$ cat config.mk
export PLATFORM = sky130hd
export DESIGN_NAME = post_spike_aer_encoder_flat
export DESIGN_NICKNAME = d
export VERILOG_FILES = /design/src/rtl/post_spike_aer_encoder_if.sv /design/src/rtl/post_spike_aer_encoder.sv /design/src/flat_wrapper.sv
export SDC_FILE = /design/constraint.sdc
export NUM_CORES = 1
export LEC_CHECK = 0
export CORE_ASPECT_RATIO = 2
export CORE_UTILIZATION = 25
export CTS_CLUSTER_DIAMETER = 60
export DETAILED_ROUTE_END_ITERATION = 8
export GPL_ROUTABILITY_DRIVEN = 0
export MAX_ROUTING_LAYER = met4
export SYNTH_ARGS = -nofsm -noshare
export SYNTH_HDL_FRONTEND = slang
export SYNTH_SLANG_ARGS = --single-unit
export TNS_END_PERCENT = 1
$ cat constraint.sdc
create_clock -name CLK -period 5.1 [get_ports CLK]
set_input_delay 1.02 -clock CLK [delete_from_list [all_inputs] [get_ports CLK]]
set_output_delay 1.02 -clock CLK [all_outputs]
set_load 0.02 [all_outputs]
$ cat src/rtl/post_spike_aer_encoder_if.sv
// Event-in / AER-out bundle for post_spike_aer_encoder.
// master: the encoder; slave: the neuron controller and the off-core AER receiver.
interface post_spike_aer_encoder_if #(
    parameter int unsigned POST_NEUR_PARALLEL   = 4,
    parameter int unsigned POST_NEUR_ADDR_WIDTH = 10,
    parameter int unsigned AER_WIDTH            = 12,
    parameter int unsigned TIME_STEP            = 8,
    parameter int unsigned FIFO_DEPTH           = 16
);
    localparam int unsigned IDX_W = $clog2(POST_NEUR_PARALLEL);
    localparam int unsigned GRP_W = POST_NEUR_ADDR_WIDTH - IDX_W;
    localparam int unsigned TS_W  = (TIME_STEP > 1) ? $clog2(TIME_STEP) : 1;
    localparam int unsigned LVL_W = $clog2(FIFO_DEPTH) + 1;

    logic [POST_NEUR_PARALLEL-1:0] NEUR_EVENT_OUT;
    logic                          EVT_VALID;
    logic [GRP_W-1:0]              EVT_GROUP_ADDR;
    logic [TS_W-1:0]               CURRENT_TIME_STEP;
    logic                          EVT_READY;
    logic                          CLR_DROP;
    logic                          EVT_DROP;
    logic [LVL_W-1:0]              FIFO_LEVEL;
    logic [AER_WIDTH-1:0]          AEROUT_ADDR;
    logic                          AEROUT_REQ;
    logic                          AEROUT_ACK;

    modport master (
        input  NEUR_EVENT_OUT, EVT_VALID, EVT_GROUP_ADDR, CURRENT_TIME_STEP,
               CLR_DROP, AEROUT_ACK,
        output EVT_READY, EVT_DROP, FIFO_LEVEL, AEROUT_ADDR, AEROUT_REQ
    );

    modport slave (
        output NEUR_EVENT_OUT, EVT_VALID, EVT_GROUP_ADDR, CURRENT_TIME_STEP,
               CLR_DROP, AEROUT_ACK,
        input  EVT_READY, EVT_DROP, FIFO_LEVEL, AEROUT_ADDR, AEROUT_REQ
    );
endinterface

$ cat src/rtl/post_spike_aer_encoder.sv
// Serialises post-synaptic spike vectors into neuron addresses, buffers them and
// sends them over a four-phase AER link. Optional macro AER_TSTEP_TAG_EN tags words with the time step.
module post_spike_aer_encoder #(
    parameter int unsigned POST_NEUR_PARALLEL   = 4,
    parameter int unsigned POST_NEUR_ADDR_WIDTH = 10,
    parameter int unsigned AER_WIDTH            = 12,
    parameter int unsigned TIME_STEP            = 8,
    parameter int unsigned FIFO_DEPTH           = 16
) (
    input  logic                      CLK,
    input  logic                      RST_N,
    post_spike_aer_encoder_if.master  bus
);
    localparam int unsigned IDX_W = $clog2(POST_NEUR_PARALLEL);
    localparam int unsigned GRP_W = POST_NEUR_ADDR_WIDTH - IDX_W;
    localparam int unsigned TS_W  = (TIME_STEP > 1) ? $clog2(TIME_STEP) : 1;
    localparam int unsigned PTR_W = $clog2(FIFO_DEPTH);
    localparam int unsigned LVL_W = PTR_W + 1;
`ifdef AER_TSTEP_TAG_EN
    localparam int unsigned ENT_W = TS_W + POST_NEUR_ADDR_WIDTH;
`else
    localparam int unsigned ENT_W = POST_NEUR_ADDR_WIDTH;
`endif

    generate
        if (ENT_W > AER_WIDTH) begin : g_aer_width_err
            $error("AER_WIDTH too narrow for the FIFO entry");
        end
    endgenerate

    typedef enum logic [1:0] {
        S_IDLE,
        S_REQ,
        S_ACKLO
    } state_t;

    state_t                        state;
    logic [POST_NEUR_PARALLEL-1:0] pend_mask;
    logic [GRP_W-1:0]              grp_q;
    logic [ENT_W-1:0]              mem [FIFO_DEPTH];
    logic [PTR_W-1:0]              wr_ptr;
    logic [PTR_W-1:0]              rd_ptr;
    logic [LVL_W-1:0]              level;
    logic                          ack_meta;
    logic                          ack_s;
    logic                          drop_q;
    logic                          req_q;
    logic [AER_WIDTH-1:0]          addr_q;

    logic                          ready_c;
    logic                          accept_c;
    logic                          full_c;
    logic                          empty_c;
    logic                          push_c;
    logic                          pop_c;
    logic [IDX_W-1:0]              low_idx_c;
    logic [ENT_W-1:0]              push_ent_c;

`ifdef AER_TSTEP_TAG_EN
    logic [TS_W-1:0]               ts_q;

    always_ff @(posedge CLK or negedge RST_N) begin
        if (!RST_N) begin
            ts_q <= '0;
        end else if (accept_c) begin
            ts_q <= bus.CURRENT_TIME_STEP;
        end
    end

    assign push_ent_c = {ts_q, grp_q, low_idx_c};
`else
    logic unused_ts_c;
    assign unused_ts_c = ^bus.CURRENT_TIME_STEP;
    assign push_ent_c  = {grp_q, low_idx_c};
`endif

    assign ready_c  = (pend_mask == '0);
    assign accept_c = bus.EVT_VALID & ready_c;
    // Full test uses the pre-edge level, so a same-edge pop never frees a slot for a push.
    assign full_c   = (level == LVL_W'(FIFO_DEPTH));
    assign empty_c  = (level == '0);
    assign push_c   = (pend_mask != '0) & ~full_c;
    assign pop_c    = (state == S_REQ) & ack_s;

    // Lowest set bit of the pending mask; scanning downward lets the lowest index win.
    always_comb begin
        low_idx_c = '0;
        for (int i = POST_NEUR_PARALLEL - 1; i >= 0; i--) begin
            if (pend_mask[i]) begin
                low_idx_c = IDX_W'(i);
            end
        end
    end

    // Capture a vector when idle, otherwise retire one pending bit per push.
    always_ff @(posedge CLK or negedge RST_N) begin
        if (!RST_N) begin
            pend_mask <= '0;
            grp_q     <= '0;
        end else if (accept_c) begin
            pend_mask <= bus.NEUR_EVENT_OUT;
            grp_q     <= bus.EVT_GROUP_ADDR;
        end else if (push_c) begin
            pend_mask <= pend_mask & (pend_mask - POST_NEUR_PARALLEL'(1));
        end
    end

    always_ff @(posedge CLK or negedge RST_N) begin
        if (!RST_N) begin
            drop_q <= 1'b0;
        end else if (bus.EVT_VALID && !ready_c) begin
            drop_q <= 1'b1;
        end else if (bus.CLR_DROP) begin
            drop_q <= 1'b0;
        end
    end

    always_ff @(posedge CLK or negedge RST_N) begin
        if (!RST_N) begin
            ack_meta <= 1'b0;
            ack_s    <= 1'b0;
        end else begin
            ack_meta <= bus.AEROUT_ACK;
            ack_s    <= ack_meta;
        end
    end

    always_ff @(posedge CLK or negedge RST_N) begin
        if (!RST_N) begin
            wr_ptr <= '0;
            rd_ptr <= '0;
            level  <= '0;
        end else begin
            if (push_c) begin
                wr_ptr <= wr_ptr + PTR_W'(1);
            end
            if (pop_c) begin
                rd_ptr <= rd_ptr + PTR_W'(1);
            end
            level <= level + LVL_W'(push_c) - LVL_W'(pop_c);
        end
    end

    // Storage is not reset; the reset pointers and level make old contents unreachable.
    always_ff @(posedge CLK) begin
        if (push_c) begin
            mem[wr_ptr] <= push_ent_c;
        end
    end

    always_ff @(posedge CLK or negedge RST_N) begin
        if (!RST_N) begin
            state  <= S_IDLE;
            req_q  <= 1'b0;
            addr_q <= '0;
        end else begin
            case (state)
                S_IDLE: begin
                    if (!empty_c) begin
                        addr_q <= AER_WIDTH'(mem[rd_ptr]);
                        req_q  <= 1'b1;
                        state  <= S_REQ;
                    end
                end
                S_REQ: begin
                    if (ack_s) begin
                        req_q <= 1'b0;
                        state <= S_ACKLO;
                    end
                end
                S_ACKLO: begin
                    if (!ack_s) begin
                        state <= S_IDLE;
                    end
                end
                default: begin
                    req_q <= 1'b0;
                    state <= S_IDLE;
                end
            endcase
        end
    end

    assign bus.EVT_READY   = ready_c;
    assign bus.EVT_DROP    = drop_q;
    assign bus.FIFO_LEVEL  = level;
    assign bus.AEROUT_ADDR = addr_q;
    assign bus.AEROUT_REQ  = req_q;

endmodule

$ cat src/flat_wrapper.sv
// flat-port wrapper written by rule: the top's interface ports become plain ports
module post_spike_aer_encoder_flat 
#(
    parameter int unsigned POST_NEUR_PARALLEL   = 4,
    parameter int unsigned POST_NEUR_ADDR_WIDTH = 10,
    parameter int unsigned AER_WIDTH            = 12,
    parameter int unsigned TIME_STEP            = 8,
    parameter int unsigned FIFO_DEPTH           = 16
)
  (CLK, RST_N, bus_NEUR_EVENT_OUT, bus_EVT_VALID, bus_EVT_GROUP_ADDR, bus_CURRENT_TIME_STEP, bus_CLR_DROP, bus_AEROUT_ACK, bus_EVT_READY, bus_EVT_DROP, bus_FIFO_LEVEL, bus_AEROUT_ADDR, bus_AEROUT_REQ);
  post_spike_aer_encoder_if #(.POST_NEUR_PARALLEL(POST_NEUR_PARALLEL), .POST_NEUR_ADDR_WIDTH(POST_NEUR_ADDR_WIDTH), .AER_WIDTH(AER_WIDTH), .TIME_STEP(TIME_STEP), .FIFO_DEPTH(FIFO_DEPTH)) bus_i ();
  input  logic CLK;
  input  logic RST_N;
  input wire logic [$bits(bus_i.NEUR_EVENT_OUT)-1:0] bus_NEUR_EVENT_OUT;
  input wire logic [$bits(bus_i.EVT_VALID)-1:0] bus_EVT_VALID;
  input wire logic [$bits(bus_i.EVT_GROUP_ADDR)-1:0] bus_EVT_GROUP_ADDR;
  input wire logic [$bits(bus_i.CURRENT_TIME_STEP)-1:0] bus_CURRENT_TIME_STEP;
  input wire logic [$bits(bus_i.CLR_DROP)-1:0] bus_CLR_DROP;
  input wire logic [$bits(bus_i.AEROUT_ACK)-1:0] bus_AEROUT_ACK;
  output wire logic [$bits(bus_i.EVT_READY)-1:0] bus_EVT_READY;
  output wire logic [$bits(bus_i.EVT_DROP)-1:0] bus_EVT_DROP;
  output wire logic [$bits(bus_i.FIFO_LEVEL)-1:0] bus_FIFO_LEVEL;
  output wire logic [$bits(bus_i.AEROUT_ADDR)-1:0] bus_AEROUT_ADDR;
  output wire logic [$bits(bus_i.AEROUT_REQ)-1:0] bus_AEROUT_REQ;
  assign bus_i.NEUR_EVENT_OUT = bus_NEUR_EVENT_OUT;
  assign bus_i.EVT_VALID = bus_EVT_VALID;
  assign bus_i.EVT_GROUP_ADDR = bus_EVT_GROUP_ADDR;
  assign bus_i.CURRENT_TIME_STEP = bus_CURRENT_TIME_STEP;
  assign bus_i.CLR_DROP = bus_CLR_DROP;
  assign bus_i.AEROUT_ACK = bus_AEROUT_ACK;
  assign bus_EVT_READY = bus_i.EVT_READY;
  assign bus_EVT_DROP = bus_i.EVT_DROP;
  assign bus_FIFO_LEVEL = bus_i.FIFO_LEVEL;
  assign bus_AEROUT_ADDR = bus_i.AEROUT_ADDR;
  assign bus_AEROUT_REQ = bus_i.AEROUT_REQ;
  post_spike_aer_encoder #(.POST_NEUR_PARALLEL(POST_NEUR_PARALLEL), .POST_NEUR_ADDR_WIDTH(POST_NEUR_ADDR_WIDTH), .AER_WIDTH(AER_WIDTH), .TIME_STEP(TIME_STEP), .FIFO_DEPTH(FIFO_DEPTH)) u_core (.CLK(CLK), .RST_N(RST_N), .bus(bus_i));
endmodule
Word-level counts from Yosys, hierarchy flattened:

Memories as Yosys holds them, arrays and structs flattened. A register that Yosys moved wholly into a read port is not among the register bits.
Cells that the tools add are included.
Widths: inputs -> output; s select.

* bits in registers: 31
* memories: 1
* word-level logic and storage cells: 58
* input bits: 20
* output and inout port bits: 20
* memory bits (writable): 160

Memories
* u_core.mem: depth 16, width 10, read ports 1, clocked after memory_dff 1, write ports 1, RTL line post_spike_aer_encoder.sv:40 `logic [ENT_W-1:0] mem [FIFO_DEPTH];`

* multiplexer cells: 17
* reduce and logical (&&, ||, !) cells: 12
* eq/ne operators: 6
* bitwise operators: 7
* add/subtract/negate cells: 5

Operators by type and width (count)
* $mux 2: 7
* $add 4x1->4 const B: 2
* $mux 4: 2
* $mux 1: 6
* $pmux 2 s3: 1
* $reduce_and 3->1: 2
* $add 5x1->5: 1
* $eq 5x5->1 const B: 1
* $logic_not 5->1: 1
* $sub 5x1->5: 1
* $and 4x4->4: 1
* $logic_not 4->1: 1
* $ne 2x2->1 const B: 2
* $reduce_bool 2->1: 2
* $reduce_bool 4->1: 1
* $sub 4x1->4 const B: 1
* $and 1x1->1: 3
* $not 1->1: 3
* $pmux 1 s3: 1
* $eq 2x1->1 const B: 1
* $eq 2x2->1 const B: 1
* $logic_not 1->1: 2
* $logic_not 2->1: 1
* $ne 2x1->1 const B: 1
* other kinds (2): 2

Logic depth before layout (Yosys ltp):

* word-level depth: 5
* depth in mapped cells: 11
* mapped depth without buffers: 11

Least setup slack after synthesis:

Ideal clock, no wire load.

* path kind: reg-to-reg
* start point: register u_core.pend_mask[1]
* end point: register u_core.level[4] (netlist: u_core.bus.FIFO_LEVEL[4])
* buffers on the path: 0
* setup time: 123 ps
* arrival: 2109 ps
* period minus slack after synthesis: 2232 ps
* cell stages (with the launch flop): 10
* slack: 2868 ps
* required time: 4977 ps
* cell sequence: dfrtp_1 -> or4_4 -> nand2_2 -> inv_2 -> ha_1 -> fa_1 -> a21oi_1 -> nor2_1 -> nor2_1 -> xnor2_1

* cells in the longest elaborated chain, start to end: 4

RTL lines
* start, declared: RTL line post_spike_aer_encoder.sv:38 `logic [POST_NEUR_PARALLEL-1:0] pend_mask;`
* start signal, assigned: RTL line post_spike_aer_encoder.sv:101 `pend_mask <= bus.NEUR_EVENT_OUT;`
* start signal, assigned: RTL line post_spike_aer_encoder.sv:104 `pend_mask <= pend_mask & (pend_mask - POST_NEUR_PARALLEL'(1));`
* $reduce_bool 4->1: RTL line post_spike_aer_encoder.sv:82 `assign push_c = (pend_mask != '0) & ~full_c;`
* $and 1x1->1: RTL line post_spike_aer_encoder.sv:82
* $add 5x1->5: RTL line post_spike_aer_encoder.sv:140 `level <= level + LVL_W'(push_c) - LVL_W'(pop_c);`
* $sub 5x1->5: RTL line post_spike_aer_encoder.sv:140
* end signal, assigned: RTL line post_spike_aer_encoder.sv:140
* end, declared: RTL line post_spike_aer_encoder.sv:43 `logic [LVL_W-1:0] level;`

Every way passes these cells.
A chain may end at the register's enable or synchronous reset.

Final worst setup path:

* start point: register u_core.pend_mask[1]
* end point: output bus_EVT_READY

* cells in the longest elaborated chain, start to end: 1

RTL lines
* $logic_not 4->1: RTL line post_spike_aer_encoder.sv:77 `assign ready_c = (pend_mask == '0);`
* end, declared: RTL line flat_wrapper.sv:20 `output wire logic [$bits(bus_i.EVT_READY)-1:0] bus_EVT_READY;`

Every way passes these cells.

==> qor.txt <==
status: completed
chip height: 255.1 um
DRT iter0 DRCs: 141
FILL cells: 3095
post-synthesis async set-or-reset flop share: 20.40%
NumNets Final: 478
Worst Min Path Start: u_core.ack_meta
clk_skew: 0.009801 ns
Ys Warns: 0
Max clock buf depth: 3
Initial Util: 25.39%
drt drc: 0
routed len/inst: 18.36 um
power share of the clock group: 22.3%
Hold Buf Count CTS: 0
post-synthesis cell count: 409
worst setup path startpoint: u_core.pend_mask[1]
# Post-CTS Setup Buffers: 0
core area: 31540 um2
Max Fclk: 309.8 MHz
via count: 3778
Final Setup Violations: 0
Synth area leader: edfxtp_1
routed wire length: 16140 um
worst min path class: reg -> reg
Die Wd: 128.6 um
final setup margin: 1.872 ns
post-placement worst setup slack: 2.374 ns
NetSw: 0.001947 W
part of the power in registers: 47.2%
post_cts resized: 0
First-pass DRT Iterations: 6
slew at the pin closest to its max-slew limit: 1.086 ns
maximum capacitance violations: 0
Rows: 92
IO buf count: 34
Worst-Skew Late Latency: 0.47 ns
VDD IR max: 0.3172 mV
synth top area cells: edfxtp_1 60%, dfrtp_1 13%, mux4_2 11%, ha_1 1.7%, mux2_4 1.5%
Sw Ratio: 32.44%
Crit Path Max Fanout: 5
largest net degree at the start of global routing: 42
ANT nets after route: 0
Highest Signal Layer: met4
setup_tns: 0 ns
Pint: 0.004054 W
GRT Overall Usage: 10.51%
CP Launch Type: flip-flop
hpwl dp: 11250 um
global route overflow: 0
initial antenna violation count: 0
top-count cell post-synth: edfxtp_1
Avg Inst Size Synth: 19.58 um2
RSZ-0062 raised after global routing: no
CTS tree: yes
share of cells above drive strength 1: 19.30%
min Tclk post-route: 3.228 ns
CTS sink count: 201
CTS HTree Levels: 1
crit path max-delay cell type: clkdlybuf4s50_1
I/O pins: 40
list of most frequent post-synthesis cells: 160 x edfxtp_1, 41 x dfrtp_1, 40 x mux4_2
Multi-input gate area: 1988 um2
Slew headroom: 27.59%
Diodes inserted: 0
WP data required: 4.08 ns
fin crit share: 63.29%
clock root cell: clkbuf_16
R2R Path Start: u_core.bus.FIFO_LEVEL[3]
P&R area growth vs syn: 16.59%
Most used DFF post-synth: edfxtp_1
Hold Vio Cnt, Final: 0
met3 wire len: 403 um
Comb pwr share: 30.5%
clock buffer count from CTS: 16
Total Power: 0.006001 W
Post-synth EDFFs: 160
Netlist cell types: 45
metal1 wirelength: 5375 um
DR WL met2: 9629 um
crit end category: output port
first-pass GRT wire length: 24620 um
sequential-to-total area share from yosys stat: 72.80%
post-synth top area share: 59.99%
die area: 32800 um2
crit path cell chain: or4_4 > clkinv_2 > clkdlybuf4s50_1
vias in the first global route: 4122
flops & latches, synth: 201
Lkg Pwr: 3.202 nW
Layout Utilization: 29.61%
Max Slew Vio Count: 0
DR vias/cell: 4.298
Worst path max stage delay: 0.61 ns
Worst EP arrival: 2.21 ns
PD cells: 642.6 nW/um2
Post-Syn Area: 8009 um2
crit path kind: reg -> out
FF+latch area: 5833 um2
clk slew on worst S/H paths: 0.07 ns
## critical path: cells and delay by family, from the launching register on
family | cells | cell delay (ns)
AND/OR/NAND/NOR | 1 | 0.59
buffers and inverters | 2 | 0.73
flip-flops | 1 | 0.42
## power by group through the flow
| stage | logic (W) | clock network [W] | registers [W] |
|---|---|---|---|
| floorplan | 0.00138 | 0 | 0.00270 |
| global placement | 0.00180 | 0 | 0.00283 |
| detailed placement | 0.00187 | 0 | 0.00289 |
| CTS | 0.00187 | 0.00137 | 0.00285 |
| global route | 0.00197 | 0.00142 | 0.00291 |
| finish | 0.00183 | 0.00134 | 0.00283 |
## kinds of logic (layout without fill, tap and decap cells)
kind of cell    count (synthesis)  count (layout)  share of synthesized area, %
other cells                     1               2                       0.04682
simple gates                   48              48                         3.671
flops                         201             201                         72.80
xor+xnor                       11              11                         1.203
compound gates                 41              41                         3.484
mux                            61              61                         14.40
fa+ha+maj                      12              12                         1.968
buf+inv                        34              80                         2.421
## placed cells by master (no fill, tap or decap), types with 10 or more instances in the layout
cell,synthesis,layout
clkbuf_16,0,17
clkdlybuf4s50_1,0,33
a21o_1,10,10
mux4_2,40,40
edfxtp_1,160,160
mux2i_1,11,11
ha_1,11,11
and2_1,13,13
inv_1,11,11
dfrtp_1,41,39
## state kept, by name, summed over array words and instances (netlist names)
signal	flops
u_core.ack_meta	1
u_core.ack_s	1
u_core.bus.AEROUT_ADDR	10
u_core.bus.AEROUT_REQ	1
u_core.bus.EVT_DROP	1
u_core.bus.FIFO_LEVEL	5
u_core.grp_q	8
u_core.mem	160
u_core.pend_mask	4
u_core.rd_ptr	4
u_core.state	2
u_core.wr_ptr	4
## stage by stage
step | std cells | cell area [um2] | hold slack (ns)
finish | 879 | 9338 | 0.3575
global route | 879 | 9338 | 0.3621
CTS | 879 | 9338 | 0.3541
detailed placement | 851 | 8773 | 0.3347
global placement | 851 | 8773 | 0.3361
floorplan | 410 | 8013 | 0.3312
## final timing paths
path	slack (ns)	endpoint	depth (start not counted)
hold / removal	0.36	u_core.ack_s	0
setup reg to reg	2.56	u_core.mem[7][1]	6
setup / recovery	1.87	bus_EVT_READY	3
hold reg to reg	0.36	u_core.ack_s	0
max in group asynchronous	4.02	u_core.rd_ptr[1]	2
min in group asynchronous	0.64	u_core.bus.AEROUT_ADDR[9]	2
## final cells by class
cell class / count / share of cell area (%)
multi-input cells: 175 / 21.29
clock inverters: 10 / 1.447
inverters: 13 / 0.5360
clock buffers: 18 / 4.596
flip-flops and latches: 201 / 62.47
well taps: 423 / 5.668
repair buffers: 39 / 3.993
## layer usage
metal / up-vias / track usage (%)
met1: 1951 / 9.664
met2: 96 / 20.82
met5: - / -
li1: 1688 / -
met4: 0 / 6.017
met3: 43 / 0.6689
No activity file was read; power rests on OpenSTA's default activity.
